**config.mk**
```make
export PLATFORM = sky130hd
export DESIGN_NAME = insfetch
export DESIGN_NICKNAME = d
export VERILOG_FILES = /design/src/rtl/insfetch.sv
export SDC_FILE = /design/constraint.sdc
export NUM_CORES = 1
export LEC_CHECK = 0
export ABC_AREA = 1
export BUFFER_PORTS_ARGS = -buffer_cell sky130_fd_sc_hd__buf_2
export CAP_MARGIN = 40
export CELL_PAD_IN_SITES_DETAIL_PLACEMENT = 1
export CELL_PAD_IN_SITES_GLOBAL_PLACEMENT = 1
export CORE_MARGIN = 2
export CORE_UTILIZATION = 41
export DETAILED_ROUTE_END_ITERATION = 8
export PLACE_DENSITY_LB_ADDON = 0.2
export SYNTH_ARGS = -nofsm -noshare
export SYNTH_HDL_FRONTEND = slang
export SYNTH_SLANG_ARGS = --single-unit
```
**constraint.sdc**
```tcl
create_clock -name clk_in -period 3.2 [get_ports clk_in]
set_input_delay 0.8 -clock clk_in [delete_from_list [all_inputs] [get_ports clk_in]]
set_output_delay 0.8 -clock clk_in [all_outputs]
set_load 0.02 [all_outputs]
```
**src/rtl/insfetch.sv**
```systemverilog
// Instruction fetch unit: one outstanding icache request, decoder hand-off
// with stall hold, ROB redirect/flush and a 16-entry 2-bit branch predictor.
module insfetch (
    input  logic        clk_in,
    input  logic        rst_n_in,
    input  logic        rdy_in,
    output logic        ic_req,
    output logic [31:0] ic_addr,
    input  logic        ic_valid,
    input  logic [31:0] ic_ins,
    output logic        is_ins,
    output logic [31:0] ins_addr,
    output logic [31:0] ins,
    output logic        pred_jmp,
    output logic [31:0] pred_another,
    input  logic        f_stall,
    input  logic        rob_clear,
    input  logic [31:0] rob_new_pc,
    input  logic        bp_upd,
    input  logic [31:0] bp_upd_pc,
    input  logic        bp_upd_taken
);

    typedef enum logic [1:0] {
        IDLE  = 2'd0,
        WAIT  = 2'd1,
        HOLD  = 2'd2,
        FLUSH = 2'd3
    } state_t;

    localparam logic [6:0] OP_BR  = 7'h63;
    localparam logic [6:0] OP_JAL = 7'h6F;

    state_t      state_q;
    state_t      state_d;
    logic [31:0] pc_q;
    logic [31:0] pc_d;
    logic [31:0] next_pc_q;
    logic [31:0] next_pc_d;

    logic        ic_req_d;
    logic [31:0] ic_addr_d;
    logic        is_ins_d;
    logic [31:0] ins_addr_d;
    logic [31:0] ins_d;
    logic        pred_jmp_d;
    logic [31:0] pred_another_d;

    logic [1:0]  cnt_q [16];
    logic [3:0]  upd_idx;
    logic [1:0]  cnt_rd;

    logic [31:0] imm_b;
    logic [31:0] imm_j;
    logic [31:0] seq_pc;
    logic [31:0] br_tgt;
    logic [31:0] jal_tgt;
    logic        pr_jmp;
    logic [31:0] pr_next;
    logic [31:0] pr_other;

    logic        unused_upd_bits;

    assign unused_upd_bits = ^{bp_upd_pc[31:6], bp_upd_pc[1:0]};
    assign upd_idx = bp_upd_pc[5:2];
    // Read the registered counter so a same-cycle update is not visible yet
    assign cnt_rd  = cnt_q[pc_q[5:2]];

    assign imm_b = {{19{ic_ins[31]}}, ic_ins[31], ic_ins[7],
                    ic_ins[30:25], ic_ins[11:8], 1'b0};
    assign imm_j = {{11{ic_ins[31]}}, ic_ins[31], ic_ins[19:12],
                    ic_ins[20], ic_ins[30:21], 1'b0};

    assign seq_pc  = pc_q + 32'd4;
    assign br_tgt  = pc_q + imm_b;
    assign jal_tgt = pc_q + imm_j;

    always_comb begin
        pr_jmp   = 1'b0;
        pr_next  = seq_pc;
        pr_other = seq_pc;
        case (ic_ins[6:0])
            OP_BR: begin
                if (cnt_rd[1]) begin
                    pr_jmp  = 1'b1;
                    pr_next = br_tgt;
                end else begin
                    pr_other = br_tgt;
                end
            end
            OP_JAL: begin
                pr_jmp  = 1'b1;
                pr_next = jal_tgt;
            end
            default: begin
            end
        endcase
    end

    always_comb begin
        state_d        = state_q;
        pc_d           = pc_q;
        next_pc_d      = next_pc_q;
        ic_req_d       = ic_req;
        ic_addr_d      = ic_addr;
        is_ins_d       = is_ins;
        ins_addr_d     = ins_addr;
        ins_d          = ins;
        pred_jmp_d     = pred_jmp;
        pred_another_d = pred_another;

        if (rob_clear) begin
            is_ins_d = 1'b0;
            ic_req_d = 1'b0;
            pc_d     = rob_new_pc;
            // A request still in flight must have its answer swallowed
            if ((state_q == WAIT || state_q == FLUSH) && !ic_valid) begin
                state_d = FLUSH;
            end else begin
                state_d = IDLE;
            end
        end else begin
            case (state_q)
                IDLE: begin
                    ic_req_d  = 1'b1;
                    ic_addr_d = pc_q;
                    state_d   = WAIT;
                end
                WAIT: begin
                    if (ic_valid) begin
                        ic_req_d       = 1'b0;
                        ins_d          = ic_ins;
                        ins_addr_d     = pc_q;
                        is_ins_d       = 1'b1;
                        pred_jmp_d     = pr_jmp;
                        pred_another_d = pr_other;
                        next_pc_d      = pr_next;
                        state_d        = HOLD;
                    end
                end
                HOLD: begin
                    if (!f_stall) begin
                        is_ins_d = 1'b0;
                        pc_d     = next_pc_q;
                        state_d  = IDLE;
                    end
                end
                FLUSH: begin
                    if (ic_valid) begin
                        state_d = IDLE;
                    end
                end
                default: begin
                    state_d = IDLE;
                end
            endcase
        end
    end

    always_ff @(posedge clk_in or negedge rst_n_in) begin
        if (!rst_n_in) begin
            state_q      <= IDLE;
            pc_q         <= 32'd0;
            next_pc_q    <= 32'd0;
            ic_req       <= 1'b0;
            ic_addr      <= 32'd0;
            is_ins       <= 1'b0;
            ins_addr     <= 32'd0;
            ins          <= 32'd0;
            pred_jmp     <= 1'b0;
            pred_another <= 32'd0;
        end else if (rdy_in) begin
            state_q      <= state_d;
            pc_q         <= pc_d;
            next_pc_q    <= next_pc_d;
            ic_req       <= ic_req_d;
            ic_addr      <= ic_addr_d;
            is_ins       <= is_ins_d;
            ins_addr     <= ins_addr_d;
            ins          <= ins_d;
            pred_jmp     <= pred_jmp_d;
            pred_another <= pred_another_d;
        end
    end

    always_ff @(posedge clk_in or negedge rst_n_in) begin
        if (!rst_n_in) begin
            for (int i = 0; i < 16; i++) begin
                cnt_q[i] <= 2'b01;
            end
        end else if (rdy_in && bp_upd) begin
            if (bp_upd_taken) begin
                if (cnt_q[upd_idx] != 2'b11) begin
                    cnt_q[upd_idx] <= cnt_q[upd_idx] + 2'b01;
                end
            end else if (cnt_q[upd_idx] != 2'b00) begin
                cnt_q[upd_idx] <= cnt_q[upd_idx] - 2'b01;
            end
        end
    end

endmodule
```
==> Word-level counts from Yosys, hierarchy flattened <==
Index checks and enable logic that the tools add are counted.
{ "word_totals": {"register_bits": 229, "latchBits": 0, "mem_bits_rw": 0, "rom_bits": 0, "in_bits": 104, "word_cells": 101, "memories": 0} }
{ "classes": {"add_sub_neg": 5, "n_mul": 0, "div_mod_pow": 0, "n_lt_le_gt_ge": 3, "eq_ne": 11, "shifts": 0, "muxes": 35, "n_bitwise": 3, "n_reduce_logical": 18} }
{ "ops": {"columns": ["op", "n"], "rows": [
  ["$mux W32", 9],
  ["$add A32 B32 Y32", 2],
  ["$bwmux W32", 2],
  ["$pmux W32 S2", 1],
  ["$add A32 B3 Y32 const B", 1],
  ["$mux W2", 10],
  ["$bmux W2 S4", 2],
  ["$eq A7 B7 Y1 const B", 2],
  ["$reduce_and A3 Y1", 4],
  ["$reduce_and A4 Y1", 3],
  ["$ge A5 B5 Y1 const B", 2],
  ["$not A4 Y5", 2],
  ["$ne A3 B3 Y1 const B", 3],
  ["$demux W2 S4", 1],
  ["$pmux W2 S4", 1],
  ["$mux W1", 6],
  ["$pmux W1 S2", 3],
  ["$reduce_bool A2 Y1", 3],
  ["$reduce_bool A3 Y1", 2],
  ["$lt A5 B1 Y1 const B", 1],
  ["$eq A2 B2 Y1 const B", 2],
  ["$ne A2 B1 Y1 const B", 2],
  ["$logic_and A1 B1 Y1", 3],
  ["$add A2 B1 Y2 const B", 1],
  ["7 further kinds", 7]
]} }

==> Longest topological paths before layout <==
Gate-level depths: netlist of the first run.
{ "depth": {"depth_word": 8, "depth_mapped": 17} }

==> Least setup slack after synthesis of the first run <==
Ideal clock, no wire load.
{ "synth_timing": {"kind": "input port to flip-flop", "startpoint": "in bp_upd_pc[2]", "endpoint": "reg cnt_q[11] (netlist name)", "setup_ns": 0.083, "t_arrival_ns": 2.729, "t_required_ns": 3.117, "slack_ns": 0.388, "path_stages": 12, "cell_sequence": "inv_1 nor2_1 inv_1 o22ai_1 o21ai_0 nand4_1 inv_1 buf_2 ha_1 xnor2_1 inv_1 o21ai_0"} }
{ "synth_via": {"elab_chain_len": 8, "elab_cells_between_ends": 21, "cone_classes": "add/sub (2); order compare (2); eq/ne (2); mux (10); bitwise (1); reduce/logical (4)"} }
{ "synth_rtl": {"columns": ["item", "line", "text"], "rows": [
  ["start, declared", "20", "input logic [31:0] bp_upd_pc,"],
  ["$not A4 Y5 (implied by the code) *", null, null],
  ["$bmux W2 S4, or another cell as far along", null, null],
  ["$mux W2 (implied by the code) / $logic_and A1 B1 Y1 (equally long branches)", null, null],
  ["$mux W2, on equally long branches", null, null],
  ["$sub A2 B1 Y2, or another cell as far along", "197", "cnt_q[upd_idx] <= cnt_q[upd_idx] - 2'b01;"],
  ["$bwmux W32, on equally long branches", "197, 194", null],
  ["$mux W32, on equally long branches", "196, 193", null],
  ["$mux W32", "192", "if (bp_upd_taken) begin"],
  ["end signal, assigned by index", "194", "cnt_q[upd_idx] <= cnt_q[upd_idx] + 2'b01;"],
  ["end signal, assigned by index", "197", null],
  ["end, declared", "49", "logic [1:0] cnt_q [16];"]
]} }
Mark *: on every way between the ends. The rest lies on a longest branch, timed or not. The select of a mux whose other input is x is not followed.
A chain may end at the register's enable or synchronous reset.

==> Worst setup path in the final report of the first run <==
{ "layout_timing": {"startpoint": "reg pc_q[2]", "endpoint": "reg next_pc_q[21]"} }
{ "layout_via": {"elab_chain_len": 6, "elab_cells_between_ends": 9, "cone_classes": "add/sub (3); mux (5); bitwise (1)"} }
{ "layout_rtl": {"columns": ["item", "line", "text"], "rows": [
  ["start, declared", "36", "logic [31:0] pc_q;"],
  ["start signal, assigned", "174", "pc_q <= pc_d;"],
  ["branches (longest 5 deep; another with $add A32 B3 Y32)", null, null],
  ["$pmux W32 S2 *", "82", "case (ic_ins[6:0])"],
  ["end signal, assigned", "175", "next_pc_q <= next_pc_d;"],
  ["end, declared", "38", "logic [31:0] next_pc_q;"]
]} }
Every way passes the cells marked *. The select of a mux whose other input is x is not followed.

==> results.txt, run 1 <==
Total power -> 0.0157 W
Vias -> 15,500
Worst Tran Pin Value -> 875 ps
Row cnt -> 69
Synth-to-layout area growth -> 18.5%
Worst Hold Class -> input port to async pin
GRT Total Usage -> 0.311
CTS Buf Count -> 26
Nets -> 2,525
Fmax -> 0.361 GHz
Startpoint Class -> register
PwrDens -> 899 mW/mm2
Initial antenna violation count -> 5
First-pass GRT wire length -> 91,800 um
Final wirelength -> 58,700 um
Residual DRC -> 0
Skew final -> 18.9 ps
DRT iter0 DRCs -> 1,076
Postcts setup bufs -> 0
Yosys warns -> 0
Largest cells by area after synthesis -> dfrtp_1 36%, nand2_1 19%, inv_1 6.8%
Path depth of the worst reg2reg path -> 14
Arr. time, crit path -> 3220 ps
Worst-path fanout max -> 10
Utilization after layout -> 0.492
Syn Inst Count -> 2,158
Asr flop ratio synth -> 1.00
Grt ovf -> 0
Synth top area share -> 0.359
Layout Cells excl Fill -> 2,859
Largest net degree at the start of global routing -> 112
# fillers -> 4,753
Worst setup path category -> register to register
Die Span X -> 193 um
Vias in the first global route -> 16,100
IO Count -> 235
Post-route ant nets -> 0
Clock tree sinks -> 227
CTS max path bufs -> 3
TritonCTS clock tree -> built
Placed insts -> 2,806
Area of the mapped netlist -> 0.0147 mm2
Setup-failing EPs final -> 0
Final Hold Fails -> 0
Unrepaired setup endpoints after global routing -> no
Clock H-tree levels -> 1
Clock root buffer -> clkbuf_16
Final max-slew violation count -> 0
Average size of a mapped cell -> 6.81 um2
Flops & latches, synth -> 227
Hpwl dp -> 45,700 um
Req. time, crit path -> 3650 ps
Most frequent cell after synthesis -> nand2_1
Die area -> 0.0374 mm2
Post-DR vias/cell -> 5.41
Core ar. -> 0.0354 mm2
Largest area contributor in the netlist -> dfrtp_1
# Max-Cap Violations -> 0
Leak Pwr -> 9.24 nW
Syn nets -> 2,310
Final min period -> 2770 ps
Starting Density -> 0.415
Slew margin rel. -> 0.414
PostCTS Resize Cnt -> 0
Worst setup path start -> pc_q[2]$_DFFE_PN0P_
Port Buffers -> 206
Setup TNS -> 0 ps
IR drop worst, VDD -> 0.604 mV
Worst reg2reg path startpoint -> pc_q[2]$_DFFE_PN0P_
Top cells by count, synth -> 736 x nand2_1, 266 x inv_1, 211 x dfrtp_1
# hold bufs at CTS -> 0
Ys flop type -> dfrtp_1
Synth cell types -> 47
Routed len/inst -> 20.5 um
Final period utilization -> 0.865
Drt first pass iters -> 5
Die Y-Extent -> 193 um
Clk slew on worst S/H paths -> 70 ps
Status -> complete, no violations
Worst skew pair latency -> 560 ps
Register area share after synthesis -> 0.388
Post-synth EDFFs -> 0
GP Congestion -> 0.971
Crit. End Element -> register
Layout cell share with drive strength beyond 1 -> 0.153
-- report_power, final --
part           switching, W  internal (W)
registers           0.00103       0.00412
logic               0.00484       0.00226
clock network       0.00131       0.00210
-- stage by stage --
step | instance area, um2 | setup WS, ps | hold slack [ps]
2_1_floorplan | 14700 | 388 | 450
3_3_place_gp | 16400 | 79.8 | 459
3_5_place_dp | 16400 | -2.13 | 463
4_1_cts | 17400 | 480 | 240
5_1_grt | 17400 | 184 | 247
6_report | 17400 | 431 | 192
-- layer usage --
metal | GRT usage | vias up | wire [um]
li1 | - | 7333 | -
met1 | 0.400 | 7646 | 25400
met2 | 0.543 | 383 | 28700
met3 | 0.0310 | 114 | 2230
met4 | 0.111 | 0 | 2340
met5 | 0 | - | 0
-- critical path, cell delays in order (launching register included) --
cell and delay (ps):
dfrtp_1 740, fa_1 330, nand2_1 100, a21oi_1 250, nand2_1 100, nand2_1 170
nand2_1 100, nand2_1 210, nand2_1 110, nand2_1 80, nand2_1 130, nand3_2 90
nand3_1 120, nand2_1 90, inv_1 40
-- layout by cell type (no fill, tap or decap), drive strengths merged, types with 24 or more instances in the layout --
cell type  netlist  final
a21oi          105    105
buf             24    253
clkbuf          42     33
dfrtp          211    211
ha              46     46
inv            273    274
nand2          743    743
nand3          127    127
nor2           199    199
nor3            24     24
o211ai          38     38
o21ai          190    190
-- path summary, 6_finish.rpt --
kind	to	slack (ps)
max	next_pc_q[21]$_DFFE_PN0P_	430
min	ins[1]$_DFFE_PN0P_	190
max reg2reg	next_pc_q[21]$_DFFE_PN0P_	430
min reg2reg	ins[5]$_DFFE_PN0P_	480
max in group asynchronous	async pin	2180
min in group clk_in	ins[6]$_DFFE_PN0P_	460
-- flip-flops by register name (all words and copies together) (netlist names), 2 cells and up, named ones only --
name and flops:
state_q 2, pred_another 31, cnt_q 16, pc_q 32
ins 32, next_pc_q 31, ins_addr 32, ic_addr 32
-- layout make-up --
class	count	area, um2	share of cell area
multi-input cells	1592	7640	0.439
flip-flops and latches	227	5700	0.327
repair buffers	253	1490	0.0855
inverters	273	1030	0.0593
clock buffers	33	728	0.0418
well taps	461	577	0.0331
clock inverters	15	239	0.0137
diodes	5	12.5	0.000718
-- cell families after synthesis --
kind of cell | after synthesis | share of synthesized area
AO/OA/AOI/OAI | 375 | 0.141
adder cells (fa/ha/maj) | 48 | 0.0419
flip-flops | 227 | 0.388
AND/OR/NAND/NOR | 1137 | 0.316
buffers and inverters | 339 | 0.0937
multiplexers | 1 | 0.000681
XOR/XNOR | 31 | 0.0185
No activity file was read; power rests on OpenSTA's default activity.
==> run 2, diff against run 1 <==
CORE_ASPECT_RATIO = 0.6   (was default)
==> run 2 against run 1 <==
Effect of this change:
- combinational power rose by 3.5%
- sequential cell count unchanged
- register-to-register slack gained 20 ps
- global-route usage is 0.82 points higher
- clock skew down 9.3 ps
- clock-buffer cell count is 2 lower
- routed wire length grew 2.7%
- maximum frequency decreased by 0.47%
- first-iteration DRC count rose by 14%
- non-clock buffer count is 18 higher
==> results.txt, run 2 (synthesis gave the netlist of run 1 again) <==
Port Buffers -> 206 (unchanged)
Startpoint Class -> input port
Clock H-tree levels -> 1 (unchanged)
Final period utilization -> 0.870 (+0.00408)
Final min period -> 2780 ps (+13.0 ps)
Grt ovf -> 0 (unchanged)
Worst Tran Pin Value -> 916 ps (+40.7 ps)
Most frequent cells in the layout -> 736 x nand2_1, 266 x inv_1, 211 x dfrtp_1
Postcts setup bufs -> 0 (unchanged)
# hold bufs at CTS -> 0 (unchanged)
Arr. time, crit path -> 3250 ps (+30 ps)
Antenna Cells -> 0 (-5)
Nets -> 2,541 (+0.63%)
Status -> complete, no violations
Die area -> 0.0374 mm2 (+0.13%)
Vias -> 15,700 (+1.4%)
Worst-path fanout max -> 6 (-4)
CTS Buf Count -> 24 (-7.7%)
Final Hold Fails -> 0 (unchanged)
Synth-to-layout area growth -> 18.5% (about the same)
Worst skew pair latency -> 550 ps (about the same)
PostCTS Resize Cnt -> 0 (unchanged)
Crit. End Element -> register
Pre-CTS setup slack -> -43.3 ps (-41.1 ps)
Hpwl dp -> 48,000 um (+4.9%)
Clock tree sinks -> 227 (unchanged)
Post-route ant nets -> 0 (unchanged)
Clk slew on worst S/H paths -> 60 ps (about the same)
Residual DRC -> 0 (unchanged)
Worst setup path category -> input port to register
Vias in the first global route -> 15,800 (-2.1%)
Path depth of the worst reg2reg path -> 14 (unchanged)
IR drop worst, VDD -> 0.516 mV (-15%)
Setup ws final -> 418 ps (-13.1 ps)
Unrepaired setup endpoints after global routing -> no
Core ar. -> 0.0351 mm2 (-0.71%)
GP Congestion -> 0.970 (-0.15%)
Clock root buffer -> clkbuf_16
Routed len/inst -> 21.0 um (+2.2%)
Flop2flop setup slack -> 450 ps (+20 ps)
Largest net degree at the start of global routing -> 79 (-29%)
# Max-Cap Violations -> 0 (unchanged)
Layout cell share with drive strength beyond 1 -> 0.156 (+0.00381)
Leak Pwr -> 9.27 nW (+0.32%)
Worst reg2reg path startpoint -> pc_q[1]$_DFFE_PN0P_
Setup-failing EPs final -> 0 (unchanged)
Starting Density -> 0.418 (+0.00296)
First-pass GRT wire length -> 92,700 um (+0.95%)
Final wirelength -> 60,300 um (+2.7%)
TritonCTS clock tree -> built
Die Y-Extent -> 151 um (-22%)
Row cnt -> 53 (-23%)
Die Span X -> 248 um (+28%)
Skew final -> 9.59 ps (-9.34 ps)
CTS max path bufs -> 3 (unchanged)
Placed Area -> 0.0166 mm2 (+0.90%)
Req. time, crit path -> 3670 ps (+20 ps)
Fmax -> 0.359 GHz (-0.47%)
Worst Hold Class -> input port to async pin
DRT iter0 DRCs -> 1,229 (+14%)
PwrDens -> 889 mW/mm2 (-1.2%)
Setup TNS -> 0 ps (unchanged)
IO Count -> 235 (unchanged)
Commonest non-fill, non-tap cell in the layout -> nand2_1
Crit Reg-Reg Endpoint -> next_pc_q[31]$_DFFE_PN0P_
# fillers -> 4,672 (-1.7%)
Drt first pass iters -> 5 (unchanged)
Final max-slew violation count -> 0 (unchanged)
GRT Total Usage -> 0.319 (+0.00823)
Slew margin rel. -> 0.387 (-0.0273)
Initial antenna violation count -> 0 (-5)
Final instance area -> 0.0174 mm2 (about the same)
Post-DR vias/cell -> 5.46 (+0.90%)
[run 2: layout make-up]
cell class	instances	area, um2	area share
clock buffer	31	668	0.0384
clock inverter	11	158	0.00906
inverter	273	1030	0.0593
multi-input combinational	1592	7640	0.439
sequential	227	5700	0.327
tap	467	584	0.0336
timing repair buffer	271	1630	0.0936
[run 2: how the worst max path moves through the flow]
stage,from,endpoint,slack [ps]
finish,bp_upd_pc[2],register,420
global route,bp_upd_pc[2],register,110
CTS,pc_q[2]$_DFFE_PN0P_,pred_another[14]$_DFFE_PN0P_,480
detailed placement,bp_upd_pc[2],register,-40
global placement,bp_upd_pc[2],register,90
floorplan,bp_upd_pc[2],cnt_q[11]$_DFFE_PN0P_,390
[run 2: critical path, cell delays in order]
cell,delay [ps]
buf_2,100
inv_1,50
nor2_1,220
inv_1,200
o22ai_1,210
o21ai_0,130
nand4_1,140
inv_1,80
ha_1,200
mux2i_1,130
nand3_1,160
nor2_1,180
inv_1,140
nor2_1,260
nor2_1,80
a21oi_1,160
[run 2: routing by layer]
layer	global-route usage	part of all wire
met1	0.475	0.48
met2	0.487	0.42
met3	0.0560	0.076
met4	0.0584	0.018
met5	0	0
[run 2: stage by stage]
step	power [W]	hold slack [ps]	instances	util
after floorplan	0.00934	450	2158	-
after global placement	0.0120	456	2829	0.471
after detailed placement	0.0123	461	2830	0.472
after CTS	0.0154	232	2872	0.495
after global routing	0.0165	229	2872	0.495
final	0.0155	201	2872	0.495
[run 2: power breakdown]
part	switching, W	internal, W	total (W)
Clock	0.00126	0.00179	0.00305
Sequential	0.000965	0.00412	0.00508
Combinational	0.00503	0.00232	0.00735
==> run 3, diff against run 2 <==
CELL_PAD_IN_SITES_DETAIL_PLACEMENT = 0   (was 1)
==> run 3 against run 2 <==
Effect of this change:
- sequential share of layout area about the same
- global-route usage decreased by 2.5 points
- final cell count grew 0.10%
- sequential power barely moved
==> results.txt, run 3 (synthesis gave the netlist of run 1 again) <==
Leak Pwr -> 9.27 nW (about the same)
Crit Reg-Reg Endpoint -> next_pc_q[31]$_DFFE_PN0P_
Grt ovf -> 0 (unchanged)
CTS max path bufs -> 3 (unchanged)
IR drop worst, VDD -> 0.494 mV (-4.3%)
Arr. time, crit path -> 3160 ps (-90 ps)
Req. time, crit path -> 3630 ps (-40 ps)
Die Y-Extent -> 151 um (unchanged)
# fillers -> 3,629 (-22%)
Worst reg2reg path startpoint -> pc_q[4]$_DFFE_PN0P_
Final max-slew violation count -> 0 (unchanged)
Status -> complete, no violations
Core ar. -> 0.0351 mm2 (unchanged)
PostCTS Resize Cnt -> 0 (unchanged)
Crit. End Element -> register
Uppermost routed layer -> met4
Worst skew pair latency -> 550 ps (about the same)
GP Congestion -> 0.970 (unchanged)
Final wirelength -> 55,600 um (-7.8%)
Starting Density -> 0.418 (unchanged)
Slew margin rel. -> 0.391 (+0.00436)
Worst-path fanout max -> 8 (+2)
Worst setup path start -> pc_q[4]$_DFFE_PN0P_
Final period utilization -> 0.855 (-0.0142)
Clock tree sinks -> 227 (unchanged)
Path depth of the worst reg2reg path -> 12 (-2)
First-pass GRT wire length -> 84,100 um (-9.3%)
Final min period -> 2740 ps (-45.5 ps)
Met2 wire length -> 21,900 um (-14%)
Hpwl dp -> 44,200 um (-7.8%)
Worst Setup EP -> next_pc_q[31]$_DFFE_PN0P_
Die area -> 0.0374 mm2 (unchanged)
Drt first pass iters -> 5 (unchanged)
PwrDens -> 877 mW/mm2 (-1.3%)
Final Hold Fails -> 0 (unchanged)
Residual DRC -> 0 (unchanged)
Die Span X -> 248 um (unchanged)
Unrepaired setup endpoints after global routing -> no
TritonCTS clock tree -> built
Largest net degree at the start of global routing -> 79 (unchanged)
Setup ws final -> 463 ps (+45.5 ps)
Row cnt -> 53 (unchanged)
Fmax -> 0.365 GHz (+1.7%)
Startpoint Class -> register
Skew final -> 19.1 ps (+9.55 ps)
Vias -> 15,300 (-2.7%)
IO Count -> 235 (unchanged)
Nets -> 2,542 (+0.039%)
Most frequent cells in the layout -> 736 x nand2_1, 266 x inv_1, 211 x dfrtp_1
Setup TNS -> 0 ps (unchanged)
GRT Total Usage -> 0.294 (-0.0255)
Worst setup path category -> register to register
Initial antenna violation count -> 0 (unchanged)
Port Buffers -> 206 (unchanged)
Post-DR vias/cell -> 5.31 (-2.8%)
Layout cell share with drive strength beyond 1 -> 0.157 (+0.000221)
Commonest non-fill, non-tap cell in the layout -> nand2_1
Worst Hold Class -> input port to async pin
Worst Tran Pin Value -> 909 ps (-6.52 ps)
# hold bufs at CTS -> 0 (unchanged)
Synth-to-layout area growth -> 18.7%
Vias in the first global route -> 14,100 (-11%)
Postcts setup bufs -> 0 (unchanged)
# Max-Cap Violations -> 0 (unchanged)
Post-route ant nets -> 0 (unchanged)
Pre-CTS setup slack -> -17.4 ps (+25.8 ps)
DRT iter0 DRCs -> 1,529 (+24%)
Antenna Cells -> 0 (unchanged)
Clk slew on worst S/H paths -> 70 ps (about the same)
Met3 WL post-DR -> 5130 um (+12%)
Setup-failing EPs final -> 0 (unchanged)
CTS Buf Count -> 25 (+4.2%)
Flop2flop setup slack -> 460 ps (about the same)
Clock H-tree levels -> 1 (unchanged)
Clock root buffer -> clkbuf_16
Routed len/inst -> 19.3 um (-7.9%)
Wl on met1 -> 27,400 um (-6.5%)
Utilization after layout -> 0.496 (+0.000748)
[run 3: per-stage QoR]
| step | area [um2] | hold slack [ps] | total power, W | std cells |
|---|---|---|---|---|
| 2_1_floorplan | 14700 | 450 | 0.00934 | 2158 |
| 3_3_place_gp | 16600 | 456 | 0.0120 | 2829 |
| 3_5_place_dp | 16600 | 459 | 0.0121 | 2830 |
| 4_1_cts | 17400 | 223 | 0.0153 | 2875 |
| 5_1_grt | 17400 | 243 | 0.0164 | 2875 |
| 6_report | 17400 | 210 | 0.0153 | 2875 |
[run 3: report_power, final]
group	total, W	internal (W)	switching [W]	leakage, nW
clock network	0.00310	0.00180	0.00129	0.407
logic	0.00715	0.00232	0.00483	6.05
registers	0.00505	0.00411	0.000930	2.81
[run 3: worst min-delay path by stage]
stage / from / endpoint / slack, ps / cells past startpoint
after floorplan: next_pc_q[10]$_DFFE_PN0P_ / next_pc_q[10]$_DFFE_PN0P_ / 450 / 2
after global placement: ins[0]$_DFFE_PN0P_ / ins[0]$_DFFE_PN0P_ / 460 / 2
after detailed placement: ins[30]$_DFFE_PN0P_ / ins[30]$_DFFE_PN0P_ / 460 / 2
after CTS: rst_n_in / pred_another[23]$_DFFE_PN0P_ / 220 / 1
after global routing: rst_n_in / pred_another[23]$_DFFE_PN0P_ / 240 / 1
final: rst_n_in / pred_another[23]$_DFFE_PN0P_ / 210 / 1
[run 3: per-layer routing]
| metal | GRT usage | up-vias |
|---|---|---|
| met4 | 0.0695 | 0 |
| met2 | 0.411 | 621 |
| li1 | - | 7380 |
| met3 | 0.0657 | 79 |
| met1 | 0.452 | 7186 |
| met5 | 0 | - |
[run 3: cell type report]
cell class,instances,area (um2),share of cell area
Inverter,273,1030,0.0592
Clock inverter,9,135,0.00775
Clock buffer,36,717,0.0411
Tap cell,467,584,0.0335
Timing Repair Buffer,271,1630,0.0934
Sequential cell,227,5700,0.327
Multi-Input combinational cell,1592,7640,0.438
[run 3: worst max-delay path: stages, from the launching register on]
cell and delay (ps):
dfrtp_1 610, ha_1 370, or2_2 310, nand3_1 80
nand2_1 130, nand2_1 130, nand2_1 240, nand2_1 190
nand3_1 130, nand3_1 120, nand3_1 120, nand2_1 120
nand2_1 60
